**src/rtl/msrv_32_lsu.sv**
```systemverilog
// Load/store unit: one req/ack data-bus transaction per access, with byte-lane steering and load extension.
// Optional bus timeout is enabled by defining MSRV_LSU_TIMEOUT_EN; TIMEOUT_CYCLES sets the limit.
module msrv_32_lsu #(
  parameter int TIMEOUT_CYCLES = 16
) (
  input  logic        ms_riscv32_mp_clk_in,
  input  logic        ms_riscv32_mp_rst_in,
  input  logic        load_req_in,
  input  logic        mem_wr_req_in,
  input  logic [1:0]  load_size_in,
  input  logic        load_unsigned_in,
  input  logic        misaligned_load_in,
  input  logic        misaligned_store_in,
  input  logic        trap_taken_in,
  input  logic [31:0] addr_in,
  input  logic [31:0] store_data_in,
  output logic        dmem_req_out,
  output logic        dmem_we_out,
  output logic [31:0] dmem_addr_out,
  output logic [31:0] dmem_wdata_out,
  output logic [3:0]  dmem_wstrb_out,
  input  logic        dmem_ack_in,
  input  logic [31:0] dmem_rdata_in,
  input  logic        dmem_err_in,
  output logic        lsu_stall_out,
  output logic [31:0] load_data_out,
  output logic        load_valid_out,
  output logic        access_fault_out
);
  typedef enum logic [1:0] {IDLE, BUSY, RESP} state_t;
  typedef struct packed {
    logic [1:0] lo;
    logic [1:0] size;
    logic       uns;
  } acc_t;

  if (TIMEOUT_CYCLES < 1 || TIMEOUT_CYCLES > 255) begin : g_bad_param
    $error("TIMEOUT_CYCLES out of range 1..255");
  end

  state_t      state, state_nxt;
  acc_t        acc;
  logic        start, to_hit;
  logic [31:0] wdata_s, shifted, ext;
  logic [3:0]  wstrb_s;

`ifdef MSRV_LSU_TIMEOUT_EN
  localparam logic [7:0] TO_LAST = 8'(TIMEOUT_CYCLES - 1);
  logic [7:0] to_cnt;
  // Fires on the BUSY cycle that would bring the count to the limit; ack still takes priority.
  assign to_hit = (to_cnt == TO_LAST);
`else
  assign to_hit = 1'b0;
`endif

  assign start = (load_req_in | mem_wr_req_in) & ~trap_taken_in &
                 ~misaligned_load_in & ~misaligned_store_in;
  assign lsu_stall_out = ((state == IDLE) & start) | (state == BUSY);

  always_comb begin
    state_nxt = state;
    case (state)
      IDLE:    if (start) state_nxt = BUSY;
      BUSY:    if (dmem_ack_in || to_hit) state_nxt = RESP;
      RESP:    state_nxt = IDLE;
      default: state_nxt = IDLE;
    endcase
  end

  always_ff @(posedge ms_riscv32_mp_clk_in) begin
    if (ms_riscv32_mp_rst_in) state <= IDLE;
    else                      state <= state_nxt;
  end

  always_comb begin
    wdata_s = store_data_in;
    wstrb_s = 4'b1111;
    case (load_size_in)
      2'b00: begin
        wdata_s = {4{store_data_in[7:0]}};
        wstrb_s = 4'b0001 << addr_in[1:0];
      end
      2'b01: begin
        wdata_s = {2{store_data_in[15:0]}};
        wstrb_s = addr_in[1] ? 4'b1100 : 4'b0011;
      end
      default: ;
    endcase
  end

  always_comb begin
    shifted = dmem_rdata_in >> {acc.lo, 3'b000};
    case (acc.size)
      2'b00:   ext = acc.uns ? {24'b0, shifted[7:0]}  : {{24{shifted[7]}}, shifted[7:0]};
      2'b01:   ext = acc.uns ? {16'b0, shifted[15:0]} : {{16{shifted[15]}}, shifted[15:0]};
      default: ext = shifted;
    endcase
  end

  always_ff @(posedge ms_riscv32_mp_clk_in) begin
    if (ms_riscv32_mp_rst_in) begin
      dmem_req_out     <= 1'b0;
      dmem_we_out      <= 1'b0;
      dmem_addr_out    <= '0;
      dmem_wdata_out   <= '0;
      dmem_wstrb_out   <= '0;
      load_data_out    <= '0;
      load_valid_out   <= 1'b0;
      access_fault_out <= 1'b0;
      acc              <= '0;
`ifdef MSRV_LSU_TIMEOUT_EN
      to_cnt           <= '0;
`endif
    end else begin
      load_valid_out   <= 1'b0;
      access_fault_out <= 1'b0;
      case (state)
        IDLE: if (start) begin
          dmem_req_out   <= 1'b1;
          dmem_we_out    <= mem_wr_req_in;
          dmem_addr_out  <= {addr_in[31:2], 2'b00};
          dmem_wdata_out <= wdata_s;
          dmem_wstrb_out <= mem_wr_req_in ? wstrb_s : 4'b0000;
          acc            <= '{lo: addr_in[1:0], size: load_size_in, uns: load_unsigned_in};
`ifdef MSRV_LSU_TIMEOUT_EN
          to_cnt         <= '0;
`endif
        end
        BUSY: begin
          if (dmem_ack_in) begin
            dmem_req_out <= 1'b0;
            if (dmem_err_in) access_fault_out <= 1'b1;
            else if (!dmem_we_out) begin
              load_valid_out <= 1'b1;
              load_data_out  <= ext;
            end
          end else if (to_hit) begin
            dmem_req_out     <= 1'b0;
            access_fault_out <= 1'b1;
          end
`ifdef MSRV_LSU_TIMEOUT_EN
          else to_cnt <= to_cnt + 8'd1;
`endif
        end
        default: ;
      endcase
    end
  end
endmodule

```
**config.mk**
```make
export PLATFORM = sky130hd
export DESIGN_NAME = msrv_32_lsu
export DESIGN_NICKNAME = d
export VERILOG_FILES = /design/src/rtl/msrv_32_lsu.sv
export SDC_FILE = /design/constraint.sdc
export NUM_CORES = 1
export LEC_CHECK = 0
export CAP_MARGIN = 10
export CORE_MARGIN = 4
export CORE_UTILIZATION = 42
export DETAILED_ROUTE_END_ITERATION = 10
export PLACE_DENSITY = 0.81
export SLEW_MARGIN = 40
export SYNTH_ARGS = -nofsm -noshare
export SYNTH_HDL_FRONTEND = slang
export SYNTH_SLANG_ARGS = --single-unit
export TNS_END_PERCENT = 10
```
**constraint.sdc**
```tcl
create_clock -name ms_riscv32_mp_clk_in -period 2.63 [get_ports ms_riscv32_mp_clk_in]
set_input_delay 0.526 -clock ms_riscv32_mp_clk_in [delete_from_list [all_inputs] [get_ports ms_riscv32_mp_clk_in]]
set_output_delay 0.526 -clock ms_riscv32_mp_clk_in [all_outputs]
set_load 0.005 [all_outputs]
```
## After elaboration in Yosys (flattened, before gate mapping)

Cells that the tools add are included.

| cells by class | value |
|---|---|
| bitwise gates (word level) | 13 |
| muxes and demuxes | 15 |
| reduce and logical (&&, ||, !) cells | 10 |
| shift-type cells | 2 |
| equal/unequal tests | 5 |

Operators by type and width:

| operator | number |
|---|---|
| one-hot mux 32 bit (2 select lines) | 2 |
| two-way mux 32 bit | 2 |
| >> shifter 32 x 5 -> 32 bit | 1 |
| two-way mux 4 bit | 2 |
| one-hot mux 4 bit (2 select lines) | 1 |
| NOT 1 bit | 7 |
| equality test 2 x 1 -> 1 bit, second input constant | 3 |
| zero test 2 bit | 3 |
| bitwise AND 1 bit | 4 |
| two-way mux 1 bit | 4 |
| two-way mux 2 bit | 2 |
| inequality test 2 bit, second input constant | 2 |
| one-hot mux 2 bit (2 select lines) | 1 |
| AND reduction 2 bit | 2 |
| AND reduction 4 bit | 1 |
| OR reduction 4 bit | 1 |
| left shift 1 x 2 -> 4 bit, first input constant | 1 |
| AND reduction 3 bit | 1 |
| OR reduction 3 bit | 1 |
| bitwise OR 1 bit | 2 |
| one-hot mux 1 bit (2 select lines) | 1 |
| nonzero test 2 bit | 1 |

| storage, ports and cells | value |
|---|---|
| output and inout port bits | 105 |
| word-level logic and storage cells | 57 |
| bits in registers | 109 |
| bits of input ports | 108 |

## Depth between registers and ports, before layout

| depth | value |
|---|---|
| depth after elaboration | 6 |
| mapped depth | 6 |
| mapped depth without buffers | 4 |

## Worst setup path before layout

Ideal clock, no wire load.

| path | value |
|---|---|
| kind | input port to output port |
| start | in trap_taken_in |
| end | out lsu_stall_out |
| path buffers | 2 |
| arrival time | 1749 ps |
| setup slack | 355 ps |
| required time | 2104 ps |
| stages | 5 |
| cell sequence | or4_4 > or3_4 > buf_6 > buf_2 > o21ai_0 |

| on the way | value |
|---|---|
| word-level cells in the longest chain between the ends | 6 |

Ends and longest elaborated chain:

| element | line | source |
|---|---|---|
| from (decl) | 14 | `input logic trap_taken_in,` |
| NOT 1 bit | 56 | `assign start = (load_req_in \| mem_wr_req_in) & ~trap_taken_in &` |
| bitwise AND 1 bit (2 in a row) | 56 |  |
| bitwise AND 1 bit | 57 | `~misaligned_load_in & ~misaligned_store_in;` |
| bitwise AND 1 bit | 58 | `assign lsu_stall_out = ((state == IDLE) & start) \| (state == BUSY);` |
| bitwise OR 1 bit | 58 |  |
| to (decl) | 25 | `output logic lsu_stall_out,` |

Every way passes these cells.

## Worst setup path in the final report

Same ends and word-level chain as after synthesis.

==> run_results.csv <==
group,metric,value,unit
logic_synthesis,yosys.area.top_type,"dfxtp_1",
placed_design,place_area,0.00699,mm2
worst_setup_path,path_buf_inv,2,
worst_setup_path,ff2ff_path_depth,7,
grt,first_global_vias,4857,
cts,clock_sinks,109,
logic_synthesis,synth_seq_area_share,0.463,
worst_setup_path,critPathCaptureType,"output port",
outcome,status,"completed",
worst_setup_path,path_max_fanout,2,
placed_design,place.gp.congestion,0.845,
min_path,min_from,"dmem_wdata_out[31]",
layout,area_growth,52.6,%
sta,clock.fmax,395,MHz
pwr,ir_drop,255,uV
grt,grtUsageMet1,0.258,
sta,maxSlewViolCount,0,
min_path,hold_path_end,"dmem_wdata_out[31]",
cts,cts_buffers,9,
job,cap_violations,0,
floorplanning,core_area,0.0109,mm2
cts,path_clk_slew,0.10,ns
worst_setup_path,startpoint_type,"input pin",
sta,rsz0062_at_grt,"no",
grt,antenna_found_initial,0,
floorplanning,initial_core_util,0.433,
floorplanning,die_area,0.0130,mm2
logic_synthesis,ys_top_cells_by_area,"dfxtp_1 46%, nand2_1 13%, a21oi_1 7.0%",
pwr,powerDensity,460,mW/mm2
detailed_routing,routed_wl,15000,um
worst_setup_path,slowest_stage,"or4_4",
logic_synthesis,avgSynthCellArea,8.15,um2
detailed_routing,drcViolationCount,0,
cts,htree_levels,3,
grt,grt.met2_usage,0.403,
detailed_routing,route.vias.total,4793,
floorplanning,die_w,114,um
detailed_routing,vias_per_cell,5.20,
logic_synthesis,ys_warn_count,0,
grt,grt_pass1_wl,23900,um
detailed_routing,wl_per_cell,16.2,um
worst_setup_path,cp_data_required_time,2.10,ns
sta,fin_crit,2.53,ns
detailed_routing,firstDrtPassIters,5,
logic_synthesis,syn-cell-area,0.00471,mm2
layout,nets,884,
worst_setup_path,r2r-start,"state[1]",
pwr,p_leak,2.44,nW
sta,timing_hold_violations_final,0,
grt,grt_max_degree,57,
floorplanning,rows,38,
grt,grt_use_met3,0.0653,
cts,clock_path_buffers,2,
grt,busiest_layer,"met2",
cts,holdBufCountCts,0,
layout,stdcell_area,0.00719,mm2
worst_setup_path,crit_chain,"clkdlybuf4s50_1 -> or4_4 -> or3_4 -> o21ai_0 -> clkbuf_2",
floorplanning,ioPinCount,213,
layout,fillers,943,
cts,cts-root-buf,"clkbuf_8",
min_path,min_path_type,"reg -> reg",
logic_synthesis,synth_top_cell_area_share,0.463,
placed_design,hpwlAfterDp,11400,um
layout,multi_input_area,0.00229,mm2
sta,maxSlewHeadroom,0.606,
worst_setup_path,rrSetupSlack,0.66,ns
cts,cts_tree,"yes",
detailed_routing,first_iter_violations,300,
worst_setup_path,reg2reg_to,"dmem_wdata_out[11]",
logic_synthesis,synth_cells,578,
sta,tightestPinTransition,0.591,ns
worst_setup_path,max_stage_delay,0.49,ns
logic_synthesis,ys_types,34,
sta,finalSetupViolCount,0,
floorplanning,die_height,114,um
min_path,worstHoldPathCells,2,
grt,grt_overflow,0,
layout,final_common_cell,"clkdlybuf4s50_1",
worst_setup_path,path_delay_family,"simple AND/OR/NAND/NOR gates",
sta,worst_clock_skew,0.0146,ns
cts,postCtsSetupRepairBufs,0,
placed_design,io_buffer_count,210,
worst_setup_path,arrival,2.00,ns
layout,seq_area,0.00218,mm2
layout,layout_common_cells,"208 x clkdlybuf4s50_1, 164 x nand2_1, 109 x dfxtp_1",
logic_synthesis,ys_ff_latch,109,
detailed_routing,ant_nets,0,
layout,final_cells,921,
cts,worstSkewPairLatency,0.35,ns
sta,fin_crit_sh,0.962,
worst_setup_path,crit_type,"in -> out",
layout,antenna_cells,0,
grt,grt_usage,0.224,
layout,drive_gt1_frac,0.0768,
placed_design,dp.cells,905,
==> metrics by stage <==
step | utilization | total power, mW | setup TNS [ns] | setup slack, ns | hold WS (ns)
floorplan | - | 1.96 | 0 | 0.355 | 0.448
global placement | 0.642 | 2.27 | -0.250 | -0.250 | 0.442
detailed placement | 0.642 | 2.29 | -0.286 | -0.286 | 0.447
CTS | 0.661 | 3.33 | 0 | 0.0131 | 0.462
global route | 0.660 | 3.45 | 0 | 0.0930 | 0.484
finish | 0.660 | 3.30 | 0 | 0.100 | 0.461
==> tightest hold or removal path, delay by kind of cell, from the launching register on <==
family           cells  cell delay, ns
AND/OR/NAND/NOR      1            0.05
flip-flops           1            0.32
AO/OA/AOI/OAI        1            0.05
==> kinds of logic (layout without fill, tap and decap cells) <==
group / Yosys count / after routing / share of synthesized area
compound gates: 144 / 144 / 0.193
buf+inv: 52 / 254 / 0.0515
flops: 109 / 109 / 0.463
mux: 42 / 42 / 0.0940
other cells: 1 / 2 / 0.000796
simple gates: 230 / 230 / 0.197
==> Yosys cell counts, drive strengths merged <==
library cell	count
mux4	1
o21a	3
inv	3
dfxtp	109
or2	2
nand2	164
nand3	3
clkbuf	26
buf	23
a21oi	66
nor2b	3
mux2i	33
o211ai	7
nor2	47
a31oi	1
a311oi	9
o2bb2ai	7
or4	1
conb	1
nand3b	2
a211oi	32
o21ba	1
nand2b	2
or3	3
mux2	8
and2	1
o21ai	17
a21o	1
nor3	2
==> how the worst max path moves through the flow <==
stage | start | to | slack, ns | cells past startpoint
after global placement | trap_taken_in | lsu_stall_out | -0.25 | 5
after global routing | trap_taken_in | lsu_stall_out | 0.09 | 5
final | trap_taken_in | lsu_stall_out | 0.10 | 5
after detailed placement | trap_taken_in | lsu_stall_out | -0.29 | 5
after floorplan | trap_taken_in | lsu_stall_out | 0.35 | 5
after CTS | trap_taken_in | lsu_stall_out | 0.01 | 5
==> final cells by class <==
type,instances,area share
multi-input combinational,418,0.319
inverter,3,0.00157
clock buffer,9,0.0172
sequential,109,0.304
clock inverter,7,0.0113
timing repair buffer,235,0.323
tap,140,0.0244
==> power breakdown <==
| group | total, mW | internal, mW | switching, mW |
|---|---|---|---|
| logic | 0.533 | 0.307 | 0.225 |
| registers | 1.72 | 1.69 | 0.0241 |
| clock network | 1.05 | 0.455 | 0.599 |
| total | 3.30 | 2.46 | 0.848 |
==> metal layers <==
metal	share of wire	wire [um]	up-vias
met4	0.016	242	0
met3	0.086	1290	18
li1	-	-	2358
met2	0.51	7620	170
met1	0.39	5800	2247
met5	0	0	-
==> registers in the layout, indices dropped and copies added, names as in the netlist <==
name,flops
dmem_wdata_out,32
load_data_out,32
dmem_addr_out,30
acc,5
dmem_wstrb_out,4
state,2
access_fault_out,1
dmem_req_out,1
dmem_we_out,1
load_valid_out,1
==> what timing repair did <==
action                     4_1_cts  5_1_grt
cloned                           0        0
setup endpoints to repair        1        1
gates resized for setup          2        1
(Power assumes the default switching activity.)
